## src/rtl/game_sequencer.sv

```systemverilog
// Turn-based connect-four move controller: accepts column requests, drives the board store's
// drop/write port and walks the combinational read port for a win or draw. Optional: MOVE_TIMEOUT_EN.
module game_sequencer #(
  parameter int INIT_CYCLES    = 72,
  parameter int TIMEOUT_CYCLES = 1000000
) (
  input  logic       clk,
  input  logic       rst_n,
  input  logic       move_valid,
  input  logic [2:0] move_col,
  output logic       move_ready,
  output logic       move_rejected,
  output logic       brd_enable,
  output logic [2:0] brd_row,
  output logic [2:0] brd_col,
  output logic [1:0] brd_data_in,
  output logic       brd_write,
  input  logic       brd_drop_allowed,
  input  logic [3:0] brd_row_to_drop,
  input  logic [1:0] brd_data_out,
  output logic [1:0] current_player,
  output logic       game_over,
  output logic [1:0] winner,
  output logic [2:0] o_dbg_state
);

  // Handshake: a move transfers on a clk edge where move_valid and move_ready are both high;
  // move_ready is high only in IDLE and move_valid is ignored everywhere else.
  typedef enum logic [2:0] {S_INIT, S_IDLE, S_DROP, S_CHECK, S_DONE} state_t;

  localparam int INIT_W = (INIT_CYCLES > 1) ? $clog2(INIT_CYCLES) : 1;

  state_t            r_state, w_state_nxt;
  logic [INIT_W-1:0] r_init_cnt, w_init_cnt_nxt;
  logic [2:0]        r_col, w_col_nxt;
  logic [2:0]        r_row, w_row_nxt;
  logic [6:0]        r_move_cnt, w_move_cnt_nxt;
  logic [1:0]        r_player, w_player_nxt;
  logic [1:0]        r_winner, w_winner_nxt;
  logic              r_game_over, w_game_over_nxt;
  logic [1:0]        r_dir, w_dir_nxt;
  logic              r_side, w_side_nxt;
  logic [1:0]        r_step, w_step_nxt;
  logic [2:0]        r_run, w_run_nxt;
  logic              r_stop, w_stop_nxt;
`ifdef MOVE_TIMEOUT_EN
  logic [31:0]       r_idle_cnt, w_idle_cnt_nxt;
`endif

  logic signed [4:0] w_dr, w_dc, w_k, w_prow, w_pcol;
  logic              w_on_board, w_hit, w_drop_ok;
  logic [2:0]        w_run_sum;

  // Probe address: side 0 walks +k along (dr,dc), side 1 walks -k.
  always_comb begin
    w_dr = 5'sd1;
    w_dc = 5'sd0;
    case (r_dir)
      2'd0:    begin w_dr = 5'sd0; w_dc = 5'sd1;  end
      2'd1:    begin w_dr = 5'sd1; w_dc = 5'sd0;  end
      2'd2:    begin w_dr = 5'sd1; w_dc = 5'sd1;  end
      default: begin w_dr = 5'sd1; w_dc = -5'sd1; end
    endcase
    w_k    = r_side ? -$signed({3'b000, r_step}) : $signed({3'b000, r_step});
    w_prow = $signed({2'b00, r_row}) + w_k * w_dr;
    w_pcol = $signed({2'b00, r_col}) + w_k * w_dc;
  end

  assign w_on_board = (w_prow[4:3] == 2'b00) && (w_pcol[4:3] == 2'b00);
  // Once a side sees a mismatch it keeps probing but stops counting, so a side is always 3 cycles.
  assign w_hit      = w_on_board && !r_stop && (brd_data_out == r_player);
  assign w_run_sum  = r_run + {2'b00, w_hit};
  // A landing row of 8 means the column is full even if the store claims otherwise.
  assign w_drop_ok  = brd_drop_allowed && !brd_row_to_drop[3];

  always_comb begin
    w_state_nxt     = r_state;
    w_init_cnt_nxt  = r_init_cnt;
    w_col_nxt       = r_col;
    w_row_nxt       = r_row;
    w_move_cnt_nxt  = r_move_cnt;
    w_player_nxt    = r_player;
    w_winner_nxt    = r_winner;
    w_game_over_nxt = r_game_over;
    w_dir_nxt       = r_dir;
    w_side_nxt      = r_side;
    w_step_nxt      = r_step;
    w_run_nxt       = r_run;
    w_stop_nxt      = r_stop;
`ifdef MOVE_TIMEOUT_EN
    w_idle_cnt_nxt  = 32'd0;
`endif
    move_ready    = 1'b0;
    move_rejected = 1'b0;
    brd_enable    = 1'b0;
    brd_row       = 3'd0;
    brd_col       = 3'd0;
    brd_data_in   = 2'b00;
    brd_write     = 1'b0;

    case (r_state)
      S_INIT: begin
        w_init_cnt_nxt = r_init_cnt + 1'b1;
        if (r_init_cnt == INIT_W'(INIT_CYCLES - 1)) w_state_nxt = S_IDLE;
      end

      S_IDLE: begin
        move_ready = 1'b1;
        if (move_valid) begin
          w_col_nxt   = move_col;
          w_state_nxt = S_DROP;
        end
`ifdef MOVE_TIMEOUT_EN
        else if (r_idle_cnt == 32'(TIMEOUT_CYCLES - 1)) begin
          w_winner_nxt    = r_player ^ 2'b11;
          w_game_over_nxt = 1'b1;
          w_state_nxt     = S_DONE;
        end else begin
          w_idle_cnt_nxt = r_idle_cnt + 32'd1;
        end
`endif
      end

      S_DROP: begin
        brd_enable  = 1'b1;
        brd_col     = r_col;
        brd_data_in = r_player;
        if (w_drop_ok) begin
          brd_write      = 1'b1;
          w_row_nxt      = brd_row_to_drop[2:0];
          w_move_cnt_nxt = r_move_cnt + 7'd1;
          w_dir_nxt      = 2'd0;
          w_side_nxt     = 1'b0;
          w_step_nxt     = 2'd1;
          w_run_nxt      = 3'd0;
          w_stop_nxt     = 1'b0;
          w_state_nxt    = S_CHECK;
        end else begin
          move_rejected = 1'b1;
          w_state_nxt   = S_IDLE;
        end
      end

      S_CHECK: begin
        brd_enable = 1'b1;
        brd_row    = w_on_board ? w_prow[2:0] : 3'd0;
        brd_col    = w_on_board ? w_pcol[2:0] : 3'd0;
        if (r_step == 2'd3) begin
          if (!r_side) begin
            w_side_nxt = 1'b1;
            w_step_nxt = 2'd1;
            w_stop_nxt = 1'b0;
            w_run_nxt  = w_run_sum;
          end else if (w_run_sum >= 3'd3) begin
            w_winner_nxt    = r_player;
            w_game_over_nxt = 1'b1;
            w_state_nxt     = S_DONE;
          end else if (r_dir == 2'd3) begin
            if (r_move_cnt == 7'd64) begin
              w_winner_nxt    = 2'b11;
              w_game_over_nxt = 1'b1;
              w_state_nxt     = S_DONE;
            end else begin
              w_player_nxt = r_player ^ 2'b11;
              w_state_nxt  = S_IDLE;
            end
          end else begin
            w_dir_nxt  = r_dir + 2'd1;
            w_side_nxt = 1'b0;
            w_step_nxt = 2'd1;
            w_run_nxt  = 3'd0;
            w_stop_nxt = 1'b0;
          end
        end else begin
          w_step_nxt = r_step + 2'd1;
          w_run_nxt  = w_run_sum;
          w_stop_nxt = r_stop | ~w_hit;
        end
      end

      default: ;  // S_DONE holds until reset
    endcase
  end

  always_ff @(posedge clk or negedge rst_n) begin
    if (!rst_n) begin
      r_state     <= S_INIT;
      r_init_cnt  <= '0;
      r_col       <= 3'd0;
      r_row       <= 3'd0;
      r_move_cnt  <= 7'd0;
      r_player    <= 2'b01;
      r_winner    <= 2'b00;
      r_game_over <= 1'b0;
      r_dir       <= 2'd0;
      r_side      <= 1'b0;
      r_step      <= 2'd1;
      r_run       <= 3'd0;
      r_stop      <= 1'b0;
`ifdef MOVE_TIMEOUT_EN
      r_idle_cnt  <= 32'd0;
`endif
    end else begin
      r_state     <= w_state_nxt;
      r_init_cnt  <= w_init_cnt_nxt;
      r_col       <= w_col_nxt;
      r_row       <= w_row_nxt;
      r_move_cnt  <= w_move_cnt_nxt;
      r_player    <= w_player_nxt;
      r_winner    <= w_winner_nxt;
      r_game_over <= w_game_over_nxt;
      r_dir       <= w_dir_nxt;
      r_side      <= w_side_nxt;
      r_step      <= w_step_nxt;
      r_run       <= w_run_nxt;
      r_stop      <= w_stop_nxt;
`ifdef MOVE_TIMEOUT_EN
      r_idle_cnt  <= w_idle_cnt_nxt;
`endif
    end
  end

  assign current_player = r_player;
  assign game_over      = r_game_over;
  assign winner         = r_winner;
  assign o_dbg_state    = r_state;

endmodule

```

## config.mk

```make
export PLATFORM = sky130hd
export DESIGN_NAME = game_sequencer
export DESIGN_NICKNAME = d
export VERILOG_FILES = /design/src/rtl/game_sequencer.sv
export SDC_FILE = /design/constraint.sdc
export NUM_CORES = 1
export LEC_CHECK = 0
export ABC_AREA = 1
export BUFFER_PORTS_ARGS = -buffer_cell sky130_fd_sc_hd__buf_2
export CAP_MARGIN = 20
export CORE_ASPECT_RATIO = 0.75
export CORE_MARGIN = 2
export CORE_UTILIZATION = 35
export DETAILED_ROUTE_END_ITERATION = 8
export PLACE_DENSITY_LB_ADDON = 0.2
export REMOVE_ABC_BUFFERS = 1
export SLEW_MARGIN = 20
export SYNTH_ARGS = -nofsm -noshare
export SYNTH_HDL_FRONTEND = slang
export SYNTH_SLANG_ARGS = --single-unit
```

## constraint.sdc

```tcl
create_clock -name clk -period 4.6 [get_ports clk]
set_input_delay 0.23 -clock clk [delete_from_list [all_inputs] [get_ports clk]]
set_output_delay 0.23 -clock clk [all_outputs]
set_load 0.02 [all_outputs]
```

==> flow_metrics.env <==
export IMPL_status="finished clean"
export IMPL_routed_wl_mm=5.69
export IMPL_viasPerCell=4.41
export IMPL_antenna_found_initial=0
export IMPL_tightestPinTransition_ns=0.853
export IMPL_area_growth_pct=25.7
export IMPL_max_slew_margin_pct=43.1
export IMPL_register_area_sq_um=928
export IMPL_yosys_warnings=0
export IMPL_cts_tree="built"
export IMPL_rsz0062_at_grt="yes"
export IMPL_finalCritPeriodShare_pct=96.6
export IMPL_critPathCaptureType="flip-flop"
export IMPL_htreeDepth=2
export IMPL_fillers=733
export IMPL_drc_errors=0
export IMPL_gp_congestion=0.824
export IMPL_timing_fmax_mhz=225
export IMPL_synth_cell_types=31
export IMPL_dp_cells=464
export IMPL_seq_area_frac_synth_pct=35.5
export IMPL_grt_max_degree=38
export IMPL_dieArea_sq_um=8200
export IMPL_hold_viol=0
export IMPL_layoutNonFillerInstCount=481
export IMPL_cts_clk_slew_worst_paths_ns=0.07
export IMPL_power_mw=0.573
export IMPL_critPathLaunchType="flip-flop"
export IMPL_ir_drop_mv=0.117
export IMPL_clock_skew_ns=0.00706
export IMPL_finalCriticalPeriod_ns=4.44
export IMPL_postPlaceCellArea_sq_um=3000
export IMPL_layout_commonest_cell="nand2_1"
export IMPL_fp_coreArea_sq_um=7300
export IMPL_avgSynthCellArea_sq_um=8.21
export IMPL_holdWs_ns=0.0525
export IMPL_fp_row_count=27
export IMPL_detail_route_antenna_nets=0
export IMPL_grt_use_total_pct=14.9
export IMPL_path_max_fanout=3
export IMPL_cap_violations=0
export IMPL_top_level_ports=33
export IMPL_fp_dieH_um=78.9
export IMPL_via_count=2119
export IMPL_antenna_cells=0
export IMPL_nNetsFinal=424
export IMPL_port_buffer_count=32
export IMPL_synth_edf_count=0
export IMPL_final_cell_mix="79 x nand2_1, 43 x inv_1, 35 x dfrtp_1"
export IMPL_power_leakage_nw=1.82
export IMPL_grt_pass1_vias=2134
export IMPL_drive_gt1_share_pct=31.8
export IMPL_numCtsBuffers=5
export IMPL_power_density_nw_per_um2=174
export IMPL_cts_max_path_buffers=2
export IMPL_first_pass_iters=4
export IMPL_synth_ff_type="dfrtp_1"
export IMPL_clk_latency_ns=0.29
export IMPL_grt_pass1_wl_mm=9.92
export IMPL_die_w_um=104
export IMPL_hp_class="input pin to asynchronous set/reset pin"
export IMPL_drtIter0Drc=83
export IMPL_crit_type="flip-flop to flip-flop"
export IMPL_wl_per_cell_um=11.8
export IMPL_drv_slew=0
export IMPL_clockRootBuffer="clkbuf_8"
export IMPL_stdcell_area_sq_um=3290
export IMPL_finalSetupViolCount=0
export IMPL_multi_input_area_sq_um=1620
export IMPL_post_route_util_pct=45.1
export IMPL_synth_seq_cells=37
export IMPL_arrival_ns=4.66
export IMPL_cts_sinks=37
export IMPL_cp_required_ns=4.81
export IMPL_start_util_pct=35.9
export IMPL_grt_overflow_total=0
export IMPL_hpwl_mm=4.31
export IMPL_async_flop_share_pct=100
export IMPL_synth_area_sq_um=2620
export IMPL_synthCells=319
worst paths after layout:
path / end / cells after the start / slack (ns) / startpoint
min in group clk: r_row[1] / 3 / 0.14 / brd_row_to_drop[1]
worst max register to register: r_step[1] / 26 / 0.16 / r_step[0]
max in group asynchronous: r_col[1] / 1 / 4.01 / rst_n
worst min register to register: r_move_cnt[6] / 1 / 0.47 / r_move_cnt[6]
worst max-delay path: r_step[1] / 26 / 0.16 / r_step[0]
worst min-delay path: r_run[2] / 1 / 0.05 / rst_n
flip-flops by register name, summed over array words and instances, names as in the netlist, 2 cells and up:
signal and flops:
r_dir 2, r_row 3, current_player 2, r_init_cnt 7, r_step 2, o_dbg_state 3, r_col 3, r_move_cnt 7
r_run 3, winner 2
cell usage after synthesis (2+ instances only):
library cell	instances	share of area, %
nand2_1	88	13
inv_1	49	7.0
dfrtp_1	35	33
nor2_1	35	5.0
ha_1	26	12
nand3_1	15	2.9
xor2_1	10	3.3
o21ai_0	6	1.1
xnor2_1	6	2.0
fa_1	5	3.8
nand2_2	4	0.96
nand3_2	4	1.5
nor2_4	4	1.7
a21oi_1	3	0.57
inv_2	3	0.43
mux2_2	3	1.3
o21ai_1	3	0.57
o21ai_2	3	1.0
a22oi_1	2	0.57
dfstp_2	2	2.0
nand2_4	2	0.86
nand4_1	2	0.48
through the flow:
| stage | setup slack [ns] | setup TNS, ns |
|---|---|---|
| global route | -0.0875 | -0.765 |
| detailed placement | -0.158 | -1.41 |
| finish | 0.158 | 0 |
| CTS | 0.0111 | 0 |
| global placement | -0.0808 | -0.435 |
| floorplan | -0.0860 | -0.584 |
where the power goes:
part	switching, mW	internal [mW]
clock network	0.113	0.119
registers	0	0.325
logic	0.0103	0.00544
total	0.124	0.450
critical path, stage by stage, from the launching register on:
cell,delay [ns]
dfstp_2,0.54
inv_2,0.05
ha_4,0.27
nand2_4,0.06
nand2_4,0.10
inv_4,0.04
nor2_4,0.10
fa_1,0.45
ha_2,0.27
ha_1,0.32
ha_4,0.18
fa_2,0.51
nor2_1,0.04
nand2_1,0.07
nor2_2,0.05
nand3_2,0.06
inv_2,0.04
ha_4,0.16
ha_4,0.16
xor2_2,0.15
a21oi_2,0.17
nand2_2,0.09
nand2_2,0.08
nand2_2,0.07
buf_6,0.14
buf_4,0.12
o21ai_2,0.09
final cells by class:
| type | count | area share [%] |
|---|---|---|
| repair buffers | 55 | 10.2 |
| inverters | 52 | 6.01 |
| clock buffers | 7 | 2.62 |
| well taps | 101 | 3.84 |
| multi-input cells | 229 | 49.1 |
| flip-flops and latches | 37 | 28.2 |
metal layers:
layer  global-route usage (%)  vias up  share of wire [%]
li1                         -     1103                  -
met1                     21.5      976                 52
met5                        0        -                  0
met4                     2.57        0               0.93
met3                     3.61        8                3.6
met2                     22.8       32                 43
timing repair:
action                                  4_1_cts  5_1_grt
setup buffers                                 8        2
endpoints found under the setup margin       16       17
pin swaps                                    11       21
hold buffers                                  0        0
gates resized for setup                      14       23
kinds of logic after synthesis:
family                   after synthesis  synth area share (%)
flip-flops                            37                  35.5
AND/OR/NAND/NOR                      158                  28.6
AO/OA/AOI/OAI                         21                  5.35
adder cells (fa/ha/maj)               31                  16.2
XOR/XNOR                              16                  5.35
multiplexers                           3                  1.29
buffers and inverters                 53                  7.74
No activity file was read; power rests on OpenSTA's default activity.
